==> config.mk <==
export PLATFORM = sky130hd
export DESIGN_NAME = conv_writeback_ctrl
export DESIGN_NICKNAME = d
export VERILOG_FILES = /design/src/rtl/conv_writeback_ctrl_pkg.sv /design/src/rtl/conv_writeback_ctrl_fifo.sv /design/src/rtl/conv_writeback_ctrl.sv
export SDC_FILE = /design/constraint.sdc
export NUM_CORES = 1
export LEC_CHECK = 0
export ABC_AREA = 1
export CAP_MARGIN = 0
export CORE_MARGIN = 5
export CORE_UTILIZATION = 49
export CTS_CLUSTER_DIAMETER = 80
export DETAILED_ROUTE_END_ITERATION = 10
export PLACE_DENSITY = 0.75
export SYNTH_ARGS = -nofsm -noshare
export SYNTH_HDL_FRONTEND = slang
export SYNTH_SLANG_ARGS = --single-unit
==> constraint.sdc <==
create_clock -name clk -period 2 [get_ports clk]
set_input_delay 0.5 -clock clk [delete_from_list [all_inputs] [get_ports clk]]
set_output_delay 0.5 -clock clk [all_outputs]
set_load 0.005 [all_outputs]
==> src/rtl/conv_writeback_ctrl_pkg.sv <==
// Shared definitions for the convolution write-back controller.
//   - wb_state_t : frame sequencer state encoding (IDLE, RUN, DRAIN, DONE)
//   - DEFAULT_FIFO_DEPTH / DEFAULT_ADDR_W : default top-level parameters
//   - DATA_W : width of a result word and of an SRAM write word
package conv_writeback_ctrl_pkg;

  localparam int DEFAULT_FIFO_DEPTH = 4;
  localparam int DEFAULT_ADDR_W     = 12;
  localparam int DATA_W             = 16;

  typedef logic [1:0] wb_state_t;

  localparam wb_state_t ST_IDLE  = 2'd0;
  localparam wb_state_t ST_RUN   = 2'd1;
  localparam wb_state_t ST_DRAIN = 2'd2;
  localparam wb_state_t ST_DONE  = 2'd3;

endpackage

==> src/rtl/conv_writeback_ctrl_fifo.sv <==
// wb_fifo: synchronous result buffer for the write-back controller.
// Ports:
//   clk      - clock, rising edge
//   clr_n_i  - asynchronous active-low clear (empties the buffer)
//   push_i   - write wdata_i (ignored when full)
//   pop_i    - drop the head entry (ignored when empty)
//   wdata_i  - entry to store
//   rdata_o  - current head entry (valid when not empty)
//   count_o  - number of stored entries
//   full_o / empty_o - occupancy flags
module wb_fifo
  import conv_writeback_ctrl_pkg::*;
#(
  parameter  int DEPTH = DEFAULT_FIFO_DEPTH,
  parameter  int WIDTH = DATA_W,
  localparam int PTR_W = $clog2(DEPTH),
  localparam int CNT_W = $clog2(DEPTH + 1)
) (
  input  logic             clk,
  input  logic             clr_n_i,
  input  logic             push_i,
  input  logic             pop_i,
  input  logic [WIDTH-1:0] wdata_i,
  output logic [WIDTH-1:0] rdata_o,
  output logic [CNT_W-1:0] count_o,
  output logic             full_o,
  output logic             empty_o
);

  logic [WIDTH-1:0] mem_q [DEPTH];
  logic [PTR_W-1:0] wr_ptr_q;
  logic [PTR_W-1:0] rd_ptr_q;
  logic [CNT_W-1:0] count_q;
  logic             do_push;
  logic             do_pop;

  assign full_o  = (count_q == CNT_W'(DEPTH));
  assign empty_o = (count_q == '0);
  assign do_push = push_i && !full_o;
  assign do_pop  = pop_i && !empty_o;
  assign rdata_o = mem_q[rd_ptr_q];
  assign count_o = count_q;

  // NOTE: sequential state uses non-blocking assignments so every register
  // samples the pre-edge values, independent of statement order.
  always_ff @(posedge clk or negedge clr_n_i) begin
    if (!clr_n_i) begin
      wr_ptr_q <= '0;
      rd_ptr_q <= '0;
      count_q  <= '0;
    end else begin
      // DEPTH is a power of two, so the pointers wrap naturally.
      if (do_push) wr_ptr_q <= wr_ptr_q + PTR_W'(1);
      if (do_pop)  rd_ptr_q <= rd_ptr_q + PTR_W'(1);
      case ({do_push, do_pop})
        2'b10:   count_q <= count_q + CNT_W'(1);
        2'b01:   count_q <= count_q - CNT_W'(1);
        default: ;
      endcase
    end
  end

  // NOTE: storage is deliberately not reset; the cleared count marks every
  // entry invalid, so resetting the array would only cost flops.
  always_ff @(posedge clk) begin
    if (do_push) mem_q[wr_ptr_q] <= wdata_i;
  end

endmodule

==> src/rtl/conv_writeback_ctrl.sv <==
// conv_writeback_ctrl: buffers convolution results and writes them to SRAM
// at consecutive addresses starting from a per-frame base address.
// Build option: define WB_PACK_EN to pack pairs of 8-bit results into one
// 16-bit word (first byte high); otherwise each result is one word.
// Ports:
//   clk, reset_b            - clock (rising edge), async active-low reset
//   wb_start, wb_base_addr  - frame start pulse and first write address
//   res_valid/data/last     - result stream in; res_ready is the handshake
//   dut_sram_write_*        - registered SRAM write port
//   wb_busy, wb_done, wb_wrap - frame status (wrap is sticky per frame)
module conv_writeback_ctrl
  import conv_writeback_ctrl_pkg::*;
#(
  parameter int FIFO_DEPTH = DEFAULT_FIFO_DEPTH,
  parameter int ADDR_W     = DEFAULT_ADDR_W
) (
  input  logic              clk,
  input  logic              reset_b,
  input  logic              wb_start,
  input  logic [ADDR_W-1:0] wb_base_addr,
  input  logic              res_valid,
  input  logic [DATA_W-1:0] res_data,
  input  logic              res_last,
  output logic              res_ready,
  output logic              dut_sram_write_enable,
  output logic [ADDR_W-1:0] dut_sram_write_address,
  output logic [DATA_W-1:0] dut_sram_write_data,
  output logic              wb_busy,
  output logic              wb_done,
  output logic              wb_wrap
);

  localparam int CNT_W = $clog2(FIFO_DEPTH + 1);

  wb_state_t         state_q, state_d;
  logic [ADDR_W-1:0] addr_cnt_q;
  logic [ADDR_W-1:0] wr_addr_q;
  logic [DATA_W-1:0] wr_data_q;
  logic              wr_en_q;
  logic              wrap_q;

  logic              accept;
  logic              start_ok;
  logic              fifo_push;
  logic              fifo_pop;
  logic [DATA_W-1:0] fifo_wdata;
  logic [DATA_W-1:0] fifo_rdata;
  logic [CNT_W-1:0]  fifo_count;
  logic              fifo_full;
  logic              fifo_empty;

  // Ready depends only on registered state, never on res_valid. A pop in the
  // same cycle does not reopen a full buffer.
  assign res_ready = (state_q == ST_RUN) && !fifo_full;
  assign accept    = res_valid && res_ready;
  assign start_ok  = (state_q == ST_IDLE) && wb_start;
  assign fifo_pop  = ((state_q == ST_RUN) || (state_q == ST_DRAIN)) && !fifo_empty;

`ifdef WB_PACK_EN
  logic [7:0] pack_hi_q;
  logic       pack_have_q;
  logic       unused_res_hi;

  assign unused_res_hi = ^res_data[15:8];
  // A word is pushed on the second byte of a pair, or on a lone last byte.
  assign fifo_push  = accept && (pack_have_q || res_last);
  assign fifo_wdata = pack_have_q ? {pack_hi_q, res_data[7:0]}
                                  : {res_data[7:0], 8'h00};

  always_ff @(posedge clk or negedge reset_b) begin
    if (!reset_b) begin
      pack_hi_q   <= '0;
      pack_have_q <= 1'b0;
    end else if (start_ok) begin
      pack_have_q <= 1'b0;
    end else if (accept) begin
      if (pack_have_q || res_last) begin
        pack_have_q <= 1'b0;
      end else begin
        pack_hi_q   <= res_data[7:0];
        pack_have_q <= 1'b1;
      end
    end
  end
`else
  assign fifo_push  = accept;
  assign fifo_wdata = res_data;
`endif

  wb_fifo #(
    .DEPTH (FIFO_DEPTH),
    .WIDTH (DATA_W)
  ) u_fifo (
    .clk     (clk),
    .clr_n_i (reset_b),
    .push_i  (fifo_push),
    .pop_i   (fifo_pop),
    .wdata_i (fifo_wdata),
    .rdata_o (fifo_rdata),
    .count_o (fifo_count),
    .full_o  (fifo_full),
    .empty_o (fifo_empty)
  );

  // NOTE: state_d gets a default before the case so no path leaves it
  // unassigned, which would otherwise infer a latch.
  always_comb begin
    state_d = state_q;
    case (state_q)
      ST_IDLE:  if (wb_start) state_d = ST_RUN;
      ST_RUN:   if (accept && res_last) state_d = ST_DRAIN;
      ST_DRAIN: if ((fifo_count == '0) && !fifo_pop) state_d = ST_DONE;
      ST_DONE:  state_d = ST_IDLE;
      default:  state_d = ST_IDLE;
    endcase
  end

  always_ff @(posedge clk or negedge reset_b) begin
    if (!reset_b) begin
      state_q    <= ST_IDLE;
      addr_cnt_q <= '0;
      wr_addr_q  <= '0;
      wr_data_q  <= '0;
      wr_en_q    <= 1'b0;
      wrap_q     <= 1'b0;
    end else begin
      state_q <= state_d;
      wr_en_q <= fifo_pop;
      if (start_ok) begin
        addr_cnt_q <= wb_base_addr;
        wrap_q     <= 1'b0;
      end else if (fifo_pop) begin
        wr_addr_q  <= addr_cnt_q;
        wr_data_q  <= fifo_rdata;
        addr_cnt_q <= addr_cnt_q + ADDR_W'(1);
        if (&addr_cnt_q) wrap_q <= 1'b1;
      end
    end
  end

  assign dut_sram_write_enable  = wr_en_q;
  assign dut_sram_write_address = wr_addr_q;
  assign dut_sram_write_data    = wr_data_q;
  assign wb_busy                = (state_q != ST_IDLE);
  assign wb_done                = (state_q == ST_DONE);
  assign wb_wrap                = wrap_q;

endmodule
== Word level (Yosys, flattened, before mapping) ==
Memories as Yosys holds them, arrays and structs flattened. A register that Yosys moved wholly into a read port is not among the register bits.
Cells that the tools add are included.

* Flip-flop bits (word level): 35
* Bits in latches: 0
* Memory bits (writable): 64
* Bits in read-only memories: 0
* Input port bits: 33
* Output and inout port bits: 33
* Logic and storage cells: 59
* Memories: 1

* Add/sub/neg operators: 5
* $mul: 0
* Div/mod/pow operators: 0
* Order comparisons: 0
* Eq/ne operators: 9
* Shift operators: 0
* Muxes and demuxes: 12
* Bitwise operators: 1
* Reductions and logical operators: 23

{| class="wikitable"
|+ Memory list
! name !! depth !! bits a word !! read ports !! clocked after Yosys merged registers in !! wr ports !! line !! source
|-
| u_fifo.mem_q || 4 || 16 || 1 || 1 || 1 || conv_writeback_ctrl_fifo.sv:30 || <nowiki>logic [WIDTH-1:0] mem_q [DEPTH];</nowiki>
|}

{| class="wikitable"
|+ Operators by type and width
! kind !! number
|-
| $mux 12 || 2
|-
| $add 12x1->12 const B || 1
|-
| $reduce_and 12->1 || 1
|-
| $logic_and 1x1->1 || 8
|-
| $pmux 2 s4 || 1
|-
| $reduce_bool 2->1 || 4
|-
| $eq 2x2->1 const B || 3
|-
| $mux 2 || 3
|-
| $pmux 3 s2 || 1
|-
| $mux 1 || 5
|-
| $add 2x1->2 const B || 2
|-
| $eq 2x1->1 const B || 2
|-
| $logic_not 1->1 || 4
|-
| $ne 2x1->1 const B || 2
|-
| $reduce_and 2->1 || 2
|-
| $add 3x1->3 const B || 1
|-
| $eq 3x3->1 const B || 1
|-
| $logic_not 3->1 || 1
|-
| $reduce_and 3->1 || 1
|-
| $sub 3x1->3 const B || 1
|-
| $logic_not 2->1 || 1
|-
| $ne 2x2->1 const B || 1
|-
| $logic_or 1x1->1 || 1
|-
| $not 1->1 || 1
|}

== Longest topological paths before layout ==
Gate-level depths: netlist of run 1.

* Depth after elaboration: 7
* Mapped depth: 10
* Depth with buffers taken out: 10

== Hierarchy ==
From an unflattened synthesis of run 1, not the netlist that was laid out.

* Cells, all modules: 510
* Area total of the unflattened synthesis: 5318.9 um2

{| class="wikitable"
|+ By module, submodules not included
! module !! times used !! cells each !! area an instance (um2)
|-
| wb_fifo || 1 || 248 || 3196.8
|-
| conv_writeback_ctrl || 1 || 262 || 2122.0
|}

== Worst setup path after synthesis of run 1 ==
OpenSTA, ideal clock, no wires.

* Kind: register to register
* Start point: register state_q[1]
* End point: memory u_fifo.mem_q[0][0] in the netlist's numbering, enable pin
* Arrival: 1692 ps
* Required time: 1611 ps
* Path slack: -80 ps
* Cell stages (with the launch flop): 6
* Path through: dfrtp_1 -> inv_1 -> ha_1 -> a21boi_2 -> nand2_2 -> nor2_1

* Longest elaborated chain between the ends: 6

{| class="wikitable"
|+ RTL lines
! item !! line !! source
|-
| from (decl) || conv_writeback_ctrl.sv:35 || <nowiki>wb_state_t state_q, state_d;</nowiki>
|-
| from (signal assigned) || conv_writeback_ctrl.sv:127 || <nowiki>state_q <= state_d;</nowiki>
|-
| $eq 2x1->1 || conv_writeback_ctrl.sv:54 || <nowiki>assign res_ready = (state_q == ST_RUN) && !fifo_full;</nowiki>
|-
| $logic_and 1x1->1 || conv_writeback_ctrl.sv:54 ||
|-
| net res_ready || conv_writeback_ctrl.sv:24 || <nowiki>output logic res_ready,</nowiki>
|-
| $logic_and 1x1->1 || conv_writeback_ctrl.sv:55 || <nowiki>assign accept = res_valid && res_ready;</nowiki>
|-
| $logic_and 1x1->1 || conv_writeback_ctrl_fifo.sv:39 || <nowiki>assign do_push = push_i && !full_o;</nowiki>
|-
| $mux 1 || conv_writeback_ctrl_fifo.sv:66 || <nowiki>if (do_push) mem_q[wr_ptr_q] <= wdata_i;</nowiki>
|-
| $mux 1 (not written as such) || conv_writeback_ctrl_fifo.sv:66 ||
|-
| to (decl) || conv_writeback_ctrl_fifo.sv:30 ||
|}

The timed path passes the listed nets, and every way through them passes these cells.

== Worst setup path after layout of run 1 ==
* Start point: register state_q[0]
* End point: register u_fifo.count_q[2], in the netlist u_fifo.count_o[2]

* Longest elaborated chain between the ends: 6
* Elaborated cells between the ends (all ways): 12

{| class="wikitable"
|+ RTL lines
! item !! line !! source
|-
| $eq 2x1->1 / $eq 2x2->1 (equally long branches) || conv_writeback_ctrl.sv:54, conv_writeback_ctrl.sv:57 ||
|-
| $logic_or 1x1->1 / $logic_and 1x1->1 (equally long branches) || conv_writeback_ctrl.sv:57, conv_writeback_ctrl.sv:54 ||
|-
| $logic_and 1x1->1 (on tied branches) || conv_writeback_ctrl.sv:57, conv_writeback_ctrl.sv:55 ||
|-
| $logic_and 1x1->1 (on tied branches) || conv_writeback_ctrl_fifo.sv:40, conv_writeback_ctrl_fifo.sv:39 ||
|-
| $eq 2x1->1 / $eq 2x2->1 (equally long branches) || conv_writeback_ctrl_fifo.sv:55 || <nowiki>case ({do_push, do_pop})</nowiki>
|-
| $pmux 3 s2 / $reduce_bool 2->1 (equally long branches) || -- ||
|-
| to (signal assigned) || conv_writeback_ctrl_fifo.sv:56 || <nowiki>2'b10: count_q <= count_q + CNT_W'(1);</nowiki>
|-
| to (signal assigned) || conv_writeback_ctrl_fifo.sv:57 || <nowiki>2'b01: count_q <= count_q - CNT_W'(1);</nowiki>
|-
| to (decl) || conv_writeback_ctrl_fifo.sv:33 || <nowiki>logic [CNT_W-1:0] count_q;</nowiki>
|}

Parallel ways exist; a longest one is shown, timed or not.
A chain may end at the register's enable or synchronous reset.

==> results of run 1 <==
==> cells by family (layout without fill, tap and decap cells) <==
group / after synthesis / after routing / synth area share
simple gates: 207 / 207 / 0.179
flops: 115 / 115 / 0.648
compound gates: 75 / 75 / 0.0812
buf+inv: 51 / 163 / 0.0469
fa+ha+maj: 12 / 12 / 0.0320
xor+xnor: 7 / 7 / 0.0124
==> power breakdown <==
part           leakage, nW  total, W  switching, W  internal, W
combinational         1.25   0.00485       0.00272      0.00213
sequential            1.21   0.00354      0.000370      0.00317
clock                0.300   0.00299       0.00101      0.00198
total                 2.75    0.0114       0.00411      0.00727
==> metal layers <==
| layer | wire length (um) | up-vias | global-route usage | share of wire |
|---|---|---|---|---|
| li1 | - | 1750 | - | - |
| met1 | 4660 | 1770 | 0.245 | 0.41 |
| met2 | 5750 | 125 | 0.339 | 0.51 |
| met3 | 658 | 19 | 0.0501 | 0.058 |
| met4 | 186 | 0 | 0.0827 | 0.017 |
| met5 | 0 | - | 0 | 0 |
==> worst max-delay path by stage <==
stage,start,depth (start not counted),to
floorplan,state_q[1]$_DFFE_PN0P_,5,u_fifo.mem_q[0][0]$_DFFE_PP_
global placement,res_valid,8,u_fifo.count_o[2]$_DFFE_PN0P_
detailed placement,res_valid,8,u_fifo.count_o[2]$_DFFE_PN0P_
CTS,state_q[0]$_DFFE_PN0P_,11,u_fifo.count_o[2]$_DFFE_PN0P_
global route,state_q[0]$_DFFE_PN0P_,11,u_fifo.count_o[2]$_DFFE_PN0P_
finish,state_q[0]$_DFFE_PN0P_,11,u_fifo.count_o[2]$_DFFE_PN0P_
==> what timing repair did <==
item,CTS,global route
endpoints found under the hold margin,51,0
setup endpoints to repair,4,68
resized for setup,20,15
setup buffers,3,4
hold buffers,1,0
pin swaps,2,5
==> area by class of cell <==
type | instances | area share
Clock buffer | 24 | 0.0760
Clock inverter | 8 | 0.0140
Timing Repair Buffer | 97 | 0.143
Multi-Input combinational cell | 301 | 0.239
Tap cell | 133 | 0.0251
Sequential cell | 115 | 0.483
Inverter | 34 | 0.0193
==> flip-flops by register name, summed over array words and instances (netlist names) <==
register / flops
u_fifo.rd_ptr_q: 2
addr_cnt_q: 12
dut_sram_write_address: 12
u_fifo.wr_ptr_q: 2
dut_sram_write_data: 16
wb_wrap: 1
u_fifo.count_o: 3
state_q: 2
u_fifo.mem_q: 64
dut_sram_write_enable: 1
==> cells in the final DEF (no fill, tap or decap), types with 4 or more instances in the layout <==
cell type,n
nand2_1,108
edfxtp_1,64
clkdlybuf4s50_1,61
nor2_1,59
o21ai_0,51
dfrtp_1,51
inv_1,28
buf_4,21
nand3_1,18
clkbuf_16,18
o21ai_1,11
ha_1,7
inv_2,6
o211ai_1,6
xor2_1,6
buf_6,6
nor2_2,5
nand2_4,4
clkinv_2,4
buf_12,4
==> worst reg2reg max path, stage by stage, from the launching register on <==
cell and delay [ns]:
dfrtp_1 0.40, buf_6 0.13, ha_4 0.15, a21boi_4 0.13, buf_6 0.12, nand2_4 0.06, ha_4 0.13, inv_2 0.04
fa_2 0.35, a21oi_2 0.18, o21ai_2 0.08, xor2_1 0.16
==> through the flow <==
stage | hold slack (ns) | setup slack (ns)
final | 0.478 | -0.0441
after global routing | 0.497 | -0.123
after CTS | 0.481 | -0.0445
after detailed placement | 0.467 | -0.263
after global placement | 0.465 | -0.111
after floorplan | 0.204 | -0.0802
==> flow_metrics.tcl, run 1 <==
set metrics [dict create \
    synth_cell_types 33 \
    row_count 36 \
    viasPerCell 5.15 \
    powerDensity_mw_per_mm2 1720 \
    timing.slew.headroom 0.635 \
    p_leak_nw 2.75 \
    gp_congestion 0.877 \
    n_antenna_cell 0 \
    num_vias 3664 \
    h-tree-depth 4 \
    synth_top_cell_by_area "edfxtp_1" \
    core-area_mm2 0.00982 \
    fmax_ghz 0.489 \
    gr-total-overflow 0 \
    wl_um 11300 \
    drv_slew 0 \
    first_pass_iters 5 \
    cts.clk_slew.worst_paths_ns 0.06 \
    synthTopCellsByArea "edfxtp_1 39%, dfrtp_1 26%, nand2_1 8.2%, o21ai_0 5.4%, nor2_1 4.8%" \
    crit_type "flip-flop to flip-flop" \
    cts_made_buffers 17 \
    final_area_mm2 0.00662 \
    rsz0062_at_grt "yes" \
    violations "negative setup slack" \
    worstReg2RegEnd "u_fifo.count_o[2]$_DFFE_PN0P_" \
    async_reset_ff_frac 0.443 \
    layout_min_cycle_time_ns 2.04 \
    path_max_fanout 3 \
    cts_sinks 115 \
    drtAntennaViolNets 0 \
    grt_antenna_before_repair 0 \
    die_y_um 110 \
    r2r_setup_slack_ns -0.04 \
    design.die.area_mm2 0.0122 \
    avgSynthCellArea_um2 10.6 \
    cp_top_family "adder cells" \
    syn_to_final_growth_pct 34.2 \
    finalWorstSetupSlack_ns -0.0441 \
    utilization 0.674 \
    setup_viol 1 \
    min_path_type "flip-flop to flip-flop" \
    placed_cells 672 \
    synth_common_cells "108 x nand2_1, 64 x edfxtp_1, 63 x nor2_1" \
    syn_area_mm2 0.00493 \
    finClkSkew_ns 0.0104 \
    max_cap_violations 0 \
    r2r-start "state_q[0]$_DFFE_PN0P_" \
    routedWlPerCell_um 15.8 \
    tritoncts "done" \
    cp-start-kind "flip-flop" \
    hold_path_depth 2 \
    finalCritPeriodShare 1.02 \
    worst_ep_arrival_time_ns 2.45 \
    drt_iter0_drc 250 \
    clock_latency_ns 0.51 \
    clockBufferDepth 2 \
    start_util 0.502 \
    place.detailed.hpwl_um 7330 \
    tightestPinTransition_ns 0.546 \
    status "complete, but fails checks" \
    synthCells 467 \
    power_w 0.0114 \
    drc 0 \
    cpMaxStageDelayCell "dfrtp_1" \
    fin_cells 712 \
    endpoint_kind "flip-flop" \
    die_w_um 110 \
    cp.required_ns 2.40 \
    cpPeakStageDelay_ns 0.40 \
    clockRootBuffer "clkbuf_8" \
    worstHoldEndpoint "dut_sram_write_address[11]$_DFFE_PN0P_" \
    cp_num_buf_inv 3 \
    cp_cell_sequence "buf_6 -> ha_4 -> a21boi_4 -> buf_6 -> nand2_4 -> ha_4 -> inv_2 -> fa_2 -> a21oi_2 -> o21ai_2 -> xor2_1" \
    grt_pass1_wl_um 18300 \
    dpl_cell_area_mm2 0.00587 \
    ir_worst_vdd_uv 776 \
    synth-seq-area-share 0.648 \
    ys.flop_type "edfxtp_1" \
    final-seq-area_mm2 0.00320 \
    grt_util_all_layers 0.200 \
    fill_cells 743 \
    min-delay-start "dut_sram_write_address[11]$_DFFE_PN0P_" \
    drive_gt1_frac 0.162 \
    syn-num-nets 512 \
    nets 611 \
    multi_input_area_mm2 0.00158 \
    grt_max_degree 52 \
    io_pins 66 \
    first_global_vias 3801 \
    synth_edf_count 64 \
    ys_ff_latch 115 \
    io_buffers 65 \
    hold_viol_final 0 \
    synth.most_common_cell "nand2_1" \
    synth_top_area_share 0.390 \
    r2r_cells 11 \
    timing.setup.tns_ns -0.0441 \
    yosys_warnings 0 \
]
Note: power is estimated with default switching activity, not from simulation.
==> inputs of run 2 (changes only) <==
HOLD_SLACK_MARGIN = 0.06   (was not set)
==> results of run 2 <==
The final DEF is identical to that of run 1; final timing and power are the same.
